$ cat config.mk
export PLATFORM = sky130hd
export DESIGN_NAME = tst_din_dgen_ctrl
export DESIGN_NICKNAME = d
export VERILOG_FILES = /design/src/rtl/tst_din_dgen_ctrl.sv
export SDC_FILE = /design/constraint.sdc
export NUM_CORES = 1
export LEC_CHECK = 0
export ABC_AREA = 1
export BUFFER_PORTS_ARGS = -buffer_cell sky130_fd_sc_hd__buf_2
export CAP_MARGIN = 20
export CORE_MARGIN = 2
export CORE_UTILIZATION = 60
export DETAILED_ROUTE_END_ITERATION = 10
export PLACE_DENSITY = 0.92
export REMOVE_ABC_BUFFERS = 1
export SETUP_SLACK_MARGIN = 0.4
export SLEW_MARGIN = 20
export SYNTH_ARGS = -nofsm -noshare
export SYNTH_HDL_FRONTEND = slang
export SYNTH_SLANG_ARGS = --single-unit
export TNS_END_PERCENT = 5
$ cat constraint.sdc
create_clock -name clk -period 5.05 [get_ports clk]
set_clock_uncertainty 0.1 [all_clocks]
set_input_delay 0 -clock clk [delete_from_list [all_inputs] [get_ports clk]]
set_output_delay 0 -clock clk [all_outputs]
set_load 0.1 [all_outputs]
$ cat src/rtl/tst_din_dgen_ctrl.sv
`default_nettype none
// ============================================================================
// Module   : tst_din_dgen_ctrl
// Brief    : Sequencer for the PRBS31 test-data generator in the tst_din path.
//            Issues seed-load / advance strobes to build framed bursts with
//            inter-frame gaps, honours downstream backpressure and produces a
//            last-sample flag aligned with the generator's registered output.
// Revision : 1.0 - initial release
// ============================================================================
module tst_din_dgen_ctrl #(
  parameter int LEN_W   = 16,
  parameter int NFR_W   = 16,
  parameter int GAP_W   = 8,
  parameter int GEN_LAT = 2
) (
  input  logic             clk,
  input  logic             arstn,
  input  logic             start,
  input  logic             stop,
  input  logic [LEN_W-1:0] cfg_frame_len,
  input  logic [NFR_W-1:0] cfg_num_frames,
  input  logic [GAP_W-1:0] cfg_gap,
  input  logic             cfg_reseed,
  input  logic             dst_rdy,
  output logic             gen_srst,
  output logic             gen_en,
  output logic             last_o,
  output logic             busy,
  output logic             done,
  output logic [NFR_W-1:0] frame_cnt
);

  localparam logic [2:0] c_IDLE = 3'd0;
  localparam logic [2:0] c_SEED = 3'd1;
  localparam logic [2:0] c_RUN  = 3'd2;
  localparam logic [2:0] c_GAP  = 3'd3;
  localparam logic [2:0] c_DONE = 3'd4;

  localparam logic [LEN_W-1:0] c_LEN_ONE = {{(LEN_W-1){1'b0}}, 1'b1};
  localparam logic [NFR_W-1:0] c_NFR_ONE = {{(NFR_W-1){1'b0}}, 1'b1};
  localparam logic [GAP_W-1:0] c_GAP_ONE = {{(GAP_W-1){1'b0}}, 1'b1};

  logic [2:0]         r_state;
  logic [2:0]         w_state_nxt;
  logic [LEN_W-1:0]   r_len;
  logic [NFR_W-1:0]   r_nfr;
  logic [GAP_W-1:0]   r_gap;
  logic               r_reseed;
  logic [LEN_W-1:0]   r_smp_cnt;
  logic [GAP_W-1:0]   r_gap_cnt;
  logic [NFR_W-1:0]   r_frame_cnt;
  logic               r_stop_pend;
  logic [GEN_LAT-1:0] r_last_sr;

  logic               w_start_ok;
  logic               w_gen_en;
  logic               w_last_smp;
  logic               w_stop_any;
  logic [NFR_W-1:0]   w_frame_cnt_inc;
  logic               w_nfr_reached;
  logic               w_gap_end;

  // A zero-length frame or a start colliding with stop is refused outright.
  assign w_start_ok      = start & ~stop & (cfg_frame_len != '0);
  assign w_gen_en        = (r_state == c_RUN) & dst_rdy;
  assign w_last_smp      = w_gen_en & (r_smp_cnt == (r_len - c_LEN_ONE));
  // A stop arriving on the boundary cycle itself still ends the run there.
  assign w_stop_any      = r_stop_pend | stop;
  assign w_frame_cnt_inc = r_frame_cnt + c_NFR_ONE;
  assign w_nfr_reached   = (r_nfr != '0) && (w_frame_cnt_inc == r_nfr);
  assign w_gap_end       = (r_gap_cnt == (r_gap - c_GAP_ONE));

  // Next-state decision; frame boundaries are resolved on the last advance.
  always_comb begin
    w_state_nxt = r_state;
    case (r_state)
      c_IDLE: if (w_start_ok) w_state_nxt = c_SEED;
      c_SEED: w_state_nxt = c_RUN;
      c_RUN: begin
        if (w_last_smp) begin
          if (w_nfr_reached || w_stop_any) w_state_nxt = c_DONE;
          else if (r_gap != '0)            w_state_nxt = c_GAP;
          else if (r_reseed)               w_state_nxt = c_SEED;
          else                             w_state_nxt = c_RUN;
        end
      end
      c_GAP: begin
        if (w_stop_any)     w_state_nxt = c_DONE;
        else if (w_gap_end) w_state_nxt = r_reseed ? c_SEED : c_RUN;
      end
      c_DONE:  w_state_nxt = c_IDLE;
      default: w_state_nxt = c_IDLE;
    endcase
  end

  // State register.
  always_ff @(posedge clk or negedge arstn) begin
    if (!arstn) r_state <= c_IDLE;
    else        r_state <= w_state_nxt;
  end

  // Configuration is captured once per run so mid-run cfg changes are inert.
  always_ff @(posedge clk or negedge arstn) begin
    if (!arstn) begin
      r_len    <= '0;
      r_nfr    <= '0;
      r_gap    <= '0;
      r_reseed <= 1'b0;
    end else if ((r_state == c_IDLE) && w_start_ok) begin
      r_len    <= cfg_frame_len;
      r_nfr    <= cfg_num_frames;
      r_gap    <= cfg_gap;
      r_reseed <= cfg_reseed;
    end
  end

  // In-frame sample counter: advances only on cycles that advance the generator.
  always_ff @(posedge clk or negedge arstn) begin
    if (!arstn) begin
      r_smp_cnt <= '0;
    end else if ((r_state == c_IDLE) && w_start_ok) begin
      r_smp_cnt <= '0;
    end else if (w_gen_en) begin
      if (w_last_smp) r_smp_cnt <= '0;
      else            r_smp_cnt <= r_smp_cnt + c_LEN_ONE;
    end
  end

  // Completed-frame counter; wraps silently in continuous mode.
  always_ff @(posedge clk or negedge arstn) begin
    if (!arstn) begin
      r_frame_cnt <= '0;
    end else if ((r_state == c_IDLE) && w_start_ok) begin
      r_frame_cnt <= '0;
    end else if (w_last_smp) begin
      r_frame_cnt <= w_frame_cnt_inc;
    end
  end

  // Gap counter runs only while in GAP and restarts from zero on every entry.
  always_ff @(posedge clk or negedge arstn) begin
    if (!arstn)                r_gap_cnt <= '0;
    else if (r_state == c_GAP) r_gap_cnt <= r_gap_cnt + c_GAP_ONE;
    else                       r_gap_cnt <= '0;
  end

  // Stop requests outside an active run are dropped; inside they wait for a boundary.
  always_ff @(posedge clk or negedge arstn) begin
    if (!arstn)                                        r_stop_pend <= 1'b0;
    else if ((r_state == c_IDLE) || (r_state == c_DONE)) r_stop_pend <= 1'b0;
    else if (stop)                                     r_stop_pend <= 1'b1;
  end

  // Last-sample marker delayed to line up with the generator's output valid.
  generate
    if (GEN_LAT == 1) begin : g_last_lat1
      always_ff @(posedge clk or negedge arstn) begin
        if (!arstn) r_last_sr <= '0;
        else        r_last_sr <= w_last_smp;
      end
    end else begin : g_last_latn
      always_ff @(posedge clk or negedge arstn) begin
        if (!arstn) r_last_sr <= '0;
        else        r_last_sr <= {r_last_sr[GEN_LAT-2:0], w_last_smp};
      end
    end
  endgenerate

  assign gen_srst  = (r_state == c_SEED);
  assign gen_en    = w_gen_en;
  assign last_o    = r_last_sr[GEN_LAT-1];
  assign busy      = (r_state != c_IDLE);
  assign done      = (r_state == c_DONE);
  assign frame_cnt = r_frame_cnt;

endmodule
`default_nettype wire

==> flow_summary.toml, run 1 <==
[run_status]
status = "finished clean"

[logic_synthesis]
synth_edf_count = 0
ys_seq_area_share_pct = 40.5
ys_ff_latch = 87
synth_area_per_cell_um2 = 7.05
ys_types = 36
syn-cell-area_um2 = 5370
async_flop_share_pct = 100
ys.flop_type = "dfrtp_1"
syn_inst = 762
ys.warnings.count = 0

[final_layout]
diodes = 0
final_util_pct = 73.6
layout-drive-gt1-share_pct = 12.7
layout-area-overhead-vs-synth_pct = 19.5
final_common_cell = "nand2_1"
fin_nets = 924
final_cell_mix = "263 x nand2_1, 89 x inv_1, 87 x dfrtp_1, 68 x nor2_1, 65 x buf_2"

[placement]
io_buffers = 66
gp_congestion = 0.934
hpwl_um = 9240

[die]
rows = 34
fp.dieW_um = 98.6
core_area_um2 = 8720
io_pins = 67
fp.dieArea_um2 = 9720
start_util_pct = 61.6
die_h_um = 98.6

[min_path]
hold_start = "start"
worst_hold_path_type = "input pin to flop"
whs_endpoint = "r_state[2]"
whs_path_depth = 5

[clock_tree]
cts_root_buffer = "clkbuf_8"
htree_num_levels = 3
clk_pin_slew_worst_paths_ns = 0.09
cts_tree = "done"
cts_buffers = 9
worstSkewPairLatency_ns = 0.36
cts_max_path_buffers = 2
clock_sink_count = 87

[power]
p_leak_nw = 3.19
ir_worst_vdd_mv = 0.437
pwr_density_cell_nw_per_um2 = 442

[critical_path]
path_max_fanout = 16
path_delay_family = "simple AND/OR/NAND/NOR gates"
crit_buf_inv = 3
crit_slowest_cell = "dlygate4sd3_1"
crit_chain = "dlygate4sd3_1, buf_2, nor4_1, nand4_1, nand3_1, nand2_1, clkinv_1, nor3_1, nor3_1"
slowest_delay_ns = 0.53
arrival_ns = 3.04
reg2reg_depth = 8
r2r-start = "r_state[0]"
critPathRequiredTime_ns = 5.21
crit_top_cell = "nor3_1"
reg2reg_slack_ns = 2.18
startpoint_type = "input pin"
crit_type = "input pin to flop"
r2r-end = "r_smp_cnt[12]"
worst_setup_path_end_kind = "flop"

[global_route]
use_met1_pct = 40.0
grt_pass1_vias = 5049
grt_max_degree = 70
top_usage_layer = "met2"
antenna_found_initial = 0
grt_pass1_wl_um = 22900
grt_use_met3_pct = 4.33
use_met2_pct = 47.0
overflow = 0
grt_util_all_layers_pct = 28.6

[sta]
max_freq_ghz = 0.347
slew_violations = 0
hold_violations = 0
fin_setup_tns_ns = 0
worst_hold_slack_ns = 0.0435
setup_violations = 0
worst_pin_slew_ns = 1.03
period_minus_slack_ns = 2.88
fin_crit_sh_pct = 57.0
rsz0062_at_grt = "no"
maxSlewHeadroom_pct = 31.2

[routing]
routed_wirelength_um = 13600
routed_via_density = 5.48
firstDrtPassIters = 5
ant_nets = 0
drc = 0
drt-initial-drc-count = 365
routedWlPerCell_um = 13.8
vias = 5395

[flow_run]
maxCapViolations = 0
power by group:
group / internal, mW / switching (mW)
combinational: 0.427 / 0.828
clock: 0.243 / 0.263
sequential: 0.886 / 0.186
tightest hold or removal path: cells and delay by family:
| family | cells | cell delay, ns |
|---|---|---|
| AO/OA/AOI/OAI | 1 | 0.19 |
| buffers and inverters | 2 | 0.15 |
| AND/OR/NAND/NOR | 2 | 0.14 |
routing by layer:
metal	wire (µm)	part of all wire [%]	up-vias
met4	292	2.2	0
met5	0	0	-
met1	5900	43	2460
met3	952	7.0	40
met2	6440	47	252
li1	-	-	2643
final cells by class:
cell class,count,area (µm²)
multi-input combinational,568,2770
fill,640,2300
sequential,87,2180
timing repair buffer,111,781
inverter,95,357
clock buffer,11,141
tap,108,135
clock inverter,5,57.6
worst max path at each step:
stage | from | slack (ns) | to | cells after the start
floorplan | frame_cnt[1] | 2.42 | r_state[1] | 14
global placement | r_state[0] | 2.34 | r_len[0] | 6
detailed placement | r_state[0] | 2.28 | r_len[1] | 6
CTS | r_state[0] | 2.22 | r_smp_cnt[12] | 8
global route | r_state[0] | 1.90 | r_reseed | 7
finish | cfg_frame_len[1] | 2.17 | r_smp_cnt[12] | 9
registers in the layout, summed over array words and instances, names as in the netlist:
name         count
r_reseed         1
r_last_sr        2
r_stop_pend      1
frame_cnt       16
r_state          3
r_smp_cnt       16
r_len           16
r_gap_cnt        8
r_gap            8
r_nfr           16
stage by stage:
step	instances	setup slack, ns	power (mW)	cell area [µm²]
after floorplan	750	2.42	2.00	5300
after global placement	925	2.34	2.25	5780
after detailed placement	925	2.28	2.28	5780
after CTS	985	2.22	2.81	6420
after global routing	985	1.90	3.07	6420
final	985	2.17	2.83	6420
cells in the mapped netlist (3+ instances only):
| cell type | n | area share (%) |
|---|---|---|
| nor2_1 | 68 | 4.8 |
| nand2_2 | 4 | 0.47 |
| buf_2 | 3 | 0.28 |
| xor2_1 | 21 | 3.4 |
| nand3b_1 | 5 | 0.70 |
| xnor2_1 | 8 | 1.3 |
| o21ai_0 | 52 | 4.8 |
| dfrtp_1 | 87 | 41 |
| nor2_2 | 11 | 1.3 |
| nor4_1 | 6 | 0.70 |
| a21oi_1 | 13 | 1.2 |
| inv_1 | 90 | 6.3 |
| nor3b_1 | 3 | 0.42 |
| nand2_1 | 263 | 18 |
| nor3_1 | 10 | 0.93 |
| o22ai_2 | 6 | 1.4 |
| inv_2 | 3 | 0.21 |
| ha_1 | 6 | 1.4 |
| clkbuf_1 | 5 | 0.35 |
| nand3_1 | 62 | 5.8 |
| nand4_1 | 17 | 2.0 |
cell families (layout without fill, tap and decap cells):
| group | Yosys count | in the layout | share of synthesized area [%] |
|---|---|---|---|
| and+or+nand+nor | 453 | 453 | 36.2 |
| adders and majority gates | 6 | 6 | 1.40 |
| xor gates and xnor gates | 31 | 31 | 5.57 |
| buffers and inverters | 107 | 222 | 7.92 |
| AOI/OAI and AO/OA | 78 | 78 | 8.34 |
| DFF | 87 | 87 | 40.5 |
timing repair:
item,CTS,global route
gates resized for setup,0,0
setup buffers,0,0
hold endpoints to repair,61,0
hold buffers,44,0
Note: power is estimated with default switching activity, not from simulation.
==> run 2, diff against run 1 <==
Settings changed: CORE_UTILIZATION 60 to 53, PLACE_DENSITY 0.92 to 0.87.
Clock period 5.05 ns to 2.4 ns, I/O delays scaled along.
==> flow_summary.toml, run 2 (synthesis gave the netlist of run 1 again) <==
[min_path]
worst_hold_path_type = "input pin to asynchronous set/reset pin"

[routing]
firstDrtPassIters = 5
drc = 0
routed_wirelength_um = 14700
drt-initial-drc-count = 435
vias = 5586
routed_via_density = 5.40
ant_nets = 0
routedWlPerCell_um = 14.2

[critical_path]
critPathRequiredTime_ns = 2.61
path_max_fanout = 6
r2r-end = "r_state[2]"
startpoint_type = "flop"
r2r-start = "frame_cnt[1]"
crit_type = "flop to flop"
worst_setup_path_end_kind = "flop"
reg2reg_depth = 13
arrival_ns = 2.37
reg2reg_slack_ns = 0.24

[clock_tree]
cts_max_path_buffers = 2
htree_num_levels = 3
cts_root_buffer = "clkbuf_8"
worstSkewPairLatency_ns = 0.39
cts_tree = "done"
cts_buffers = 9
clock_sink_count = 87
clk_pin_slew_worst_paths_ns = 0.10

[run_status]
violations = "hold timing"
status = "finished with violations"

[sta]
slew_violations = 0
worst_pin_slew_ns = 0.481
period_minus_slack_ns = 2.16
maxSlewHeadroom_pct = 68.0
setup_violations = 0
fin_crit_sh_pct = 90.0
worst_hold_slack_ns = -0.00636
hold_violations = 1
fin_setup_tns_ns = 0
rsz0062_at_grt = "yes"
max_freq_ghz = 0.463

[placement]
gp_congestion = 0.926
io_buffers = 66
placed_area_um2 = 5900
hpwl_um = 9580

[power]
ir_worst_vdd_mv = 0.695
p_leak_nw = 3.37
pwr_density_cell_nw_per_um2 = 939
design_power_total_mw = 6.57

[global_route]
antenna_found_initial = 0
grt_max_degree = 53
grt_pass1_wl_um = 23800
grt_util_all_layers_pct = 27.0
grt_pass1_vias = 5260
overflow = 0

[die]
io_pins = 67
core_area_um2 = 9820
start_util_pct = 54.7
fp.dieArea_um2 = 11000
rows = 36
die_h_um = 105
fp.dieW_um = 105

[final_layout]
layout-area-overhead-vs-synth_pct = 30.2
final_common_cell = "nand2_1"
ff_latch_area_um2 = 2190
nFillCells = 780
final_area_um2 = 6990
final_cell_mix = "250 x nand2_1, 85 x inv_1, 77 x dfrtp_1, 65 x buf_2, 56 x nor2_1"
diodes = 0
multi_input_area_um2 = 3030
fin_nets = 948
layout-drive-gt1-share_pct = 21.2

[flow_run]
maxCapViolations = 0
## run 2: cell types whose count changed in the layout (fill, tap and decap cells not counted), moves of 10 or more
| cell | before | now |
|---|---|---|
| buf_4 | 2 | 20 |
| dfrtp_1 | 87 | 77 |
| dfrtp_2 | 0 | 10 |
| nand2_1 | 263 | 250 |
| nor2_1 | 68 | 56 |
| nor2_4 | 2 | 13 |
| o21ai_0 | 52 | 40 |
| o21ai_1 | 1 | 11 |
## run 2: power breakdown
group	switching [mW]	internal (mW)	leakage [nW]
logic	1.94	1.12	2.13
registers	0.435	1.87	1.13
clock network	0.582	0.620	0.109
total	2.96	3.61	3.37
## run 2: how the worst max path moves through the flow
stage / startpoint / end
after floorplan: frame_cnt[1] / r_state[1]
after global placement: r_len[0] / frame_cnt[6]
after detailed placement: r_len[0] / frame_cnt[14]
after CTS: r_len[2] / r_smp_cnt[6]
after global routing: frame_cnt[1] / r_state[1]
final: frame_cnt[1] / r_state[2]
## run 2: through the flow
stage / util (%) / hold slack [ns] / setup WS [ns] / cells
after floorplan: - / -0.396 / -0.234 / 750
after global placement: 60.1 / -0.111 / 0.188 / 960
after detailed placement: 60.1 / -0.103 / 0.0359 / 960
after CTS: 69.1 / 0.00937 / 0.297 / 1028
after global routing: 71.2 / 0.0299 / 0.0927 / 1034
final: 71.2 / -0.00636 / 0.240 / 1034
## run 2: metal layers
metal  track usage [%]  share of wire [%]  vias to the layer above  wire length [µm]
li1                  -                  -                     2704                 -
met1              34.7                 41                     2603              6020
met5                 0                  0                        -                 0
met2              44.7                 49                      227              7240
met4              9.62                2.9                        0               429
met3              6.49                6.7                       52               982
## run 2: layout make-up
cell class	count	area share, %
clock buffer	10	1.97
clock inverter	6	1.32
inverter	95	5.21
tap	133	2.38
sequential	87	31.3
timing repair buffer	135	14.5
multi-input combinational	568	43.3
## run 2: critical path: stages, from the launching register on
cell     delay, ns
dfrtp_1       0.44
buf_6         0.15
nand2_1       0.08
nor2_4        0.22
nand2_4       0.11
o21ai_4       0.17
nand2_2       0.08
nand2_1       0.08
nand3_2       0.07
nor2_2        0.12
nand3_2       0.13
nand2_1       0.08
nand2_1       0.07
nor3_2        0.15
## run 2: what timing repair did
action / in CTS / in global routing
gates cloned: 1 / 0
pin swaps: 10 / 28
buffers inserted: 8 / 6
endpoints found under the hold margin: 132 / 0
hold buffers: 43 / 0
setup endpoints to repair: 37 / 78
gates resized for setup: 52 / 47
==> run 3, diff against run 2 <==
Settings changed: ABC_AREA 1 to not set.
==> flow_summary.toml, run 3 <==
[clock_tree]
cts_buffers = 9
worstSkewPairLatency_ns = 0.39
cts_tree = "done"
clk_pin_slew_worst_paths_ns = 0.10
htree_num_levels = 3
cts_max_path_buffers = 2
clock_sink_count = 87
cts_root_buffer = "clkbuf_8"

[die]
start_util_pct = 54.8
fp.dieArea_um2 = 11000
die_h_um = 105
rows = 36
io_pins = 67
core_area_um2 = 9820
fp.dieW_um = 105

[sta]
hold_violations = 0
fin_crit_sh_pct = 121
slew_violations = 0
rsz0062_at_grt = "yes"
fin_setup_tns_ns = -13.58
worst_pin_slew_ns = 0.703
fin_ws_ns = -0.506
maxSlewHeadroom_pct = 53.1
worst_hold_slack_ns = 0.100
setup_violations = 36
period_minus_slack_ns = 2.91
max_freq_ghz = 0.344

[logic_synthesis]
synth_top_area_share_pct = 40.5
ys_types = 61
syn-cell-area_um2 = 5380
ys_seq_area_share_pct = 40.5
ys_ff_latch = 87
ys.flop_type = "dfrtp_1"
yosysMostFrequentCell = "nand2_1"
synth_area_per_cell_um2 = 8.20
ys.warnings.count = 0
async_flop_share_pct = 100
synth_edf_count = 0
synth_area_leaders = "dfrtp_1 40%, nand2_1 10%, xnor2_1 5.7%"
synthTopCellsByCount = "147 x nand2_1, 87 x dfrtp_1, 49 x nor2_1, 35 x xnor2_1, 33 x o21ai_0"
synth_top_cell_by_area = "dfrtp_1"
syn_inst = 656

[final_layout]
diodes = 0
stdcell_count = 950
layout-area-overhead-vs-synth_pct = 33.7
fin_nets = 864
final_cell_mix = "127 x nand2_1, 86 x dfrtp_1, 66 x buf_4, 64 x buf_2, 48 x nor2_1"
layout-drive-gt1-share_pct = 25.2
final_util_pct = 73.3
final_common_cell = "nand2_1"

[critical_path]
crit_type = "flop to flop"
crit_start = "r_len[0]"
arrival_ns = 3.15
path_max_fanout = 6
r2r-end = "frame_cnt[4]"
r2r-start = "r_len[0]"
startpoint_type = "flop"
reg2reg_slack_ns = -0.51
critPathRequiredTime_ns = 2.64
reg2reg_depth = 10
worst_setup_path_end_kind = "flop"

[global_route]
grt_util_all_layers_pct = 30.2
top_usage_layer = "met2"
grt_pass1_wl_um = 26700
antenna_found_initial = 0
grt_max_degree = 54
overflow = 0
use_met1_pct = 34.4
grt_use_met3_pct = 7.61
use_met2_pct = 53.2
grt_pass1_vias = 5695

[placement]
hpwl_um = 10900
io_buffers = 66
dp_cells = 887
gp_congestion = 0.969
place_ws_ns = -0.483

[run_status]
violations = "setup timing"
status = "finished with violations"

[flow_run]
maxCapViolations = 0

[power]
p_leak_nw = 3.38
pwr_density_cell_nw_per_um2 = 1200
ir_worst_vdd_mv = 0.948

[routing]
drc = 0
routed_via_density = 6.02
routed_wirelength_um = 17300
vias = 5717
routedWlPerCell_um = 18.2
firstDrtPassIters = 5
drt-initial-drc-count = 345
ant_nets = 0

[min_path]
worst_hold_path_type = "input pin to asynchronous set/reset pin"
==> run 3: layout make-up <==
type                    instances  area [µm²]
flip-flops and latches         87        2180
fillers                       696        2620
well taps                     133         166
clock inverters                 7         106
inverters                      19        71.3
multi-input cells             510        3120
clock buffers                   9         124
repair buffers                185        1430
==> run 3: logic make-up after synthesis <==
| logic type | synth area share (%) |
|---|---|
| compound gates | 11.4 |
| fa+ha+maj | 1.39 |
| buf+inv | 4.67 |
| xor+xnor | 9.77 |
| flops | 40.5 |
| mux | 1.51 |
| simple gates | 30.8 |
==> run 3: repair_timing <==
| item | in CTS | in global routing |
|---|---|---|
| pin swaps | 4 | 10 |
| setup buffers | 0 | 2 |
| hold buffers | 43 | 0 |
| gates resized for setup | 12 | 48 |
| endpoints found under the setup margin | 36 | 77 |
| endpoints found under the hold margin | 95 | 0 |
| gates cloned | 1 | 1 |
==> run 3: how the worst max path moves through the flow <==
stage	to	slack, ns	depth (start not counted)
floorplan	r_smp_cnt[10]	-1.66	6
global placement	frame_cnt[2]	-0.41	10
detailed placement	frame_cnt[2]	-0.48	10
CTS	r_smp_cnt[5]	-0.42	11
global route	frame_cnt[4]	-0.59	10
finish	frame_cnt[4]	-0.51	10
==> run 3: stage by stage <==
stage                     power, mW  area (µm²)
after detailed placement       6.89        6300
final                          8.61        7200
after global routing           9.06        7200
after floorplan                5.39        5200
after global placement         6.65        6300
after CTS                      8.22        7030
==> run 3: critical path: stages (launching register included) <==
cell	delay, ns
dfrtp_1	0.42
inv_2	0.10
ha_4	0.14
or4b_4	0.49
o31a_1	0.28
or4_1	0.49
nand3_2	0.11
nand4_4	0.16
buf_4	0.22
nor3_1	0.23
a21o_1	0.11
==> run 3: metal layers <==
metal  wire (µm)  part of all wire, %
met2        8770                   51
met4         808                  4.7
met3        1190                  6.9
met1        6520                   38
met5           0                    0
==> run 3: report_power, final <==
group | leakage, nW | switching, mW | internal [mW]
clock network | 0.113 | 0.596 | 0.598
logic | 2.16 | 2.91 | 1.89
registers | 1.11 | 0.631 | 1.98
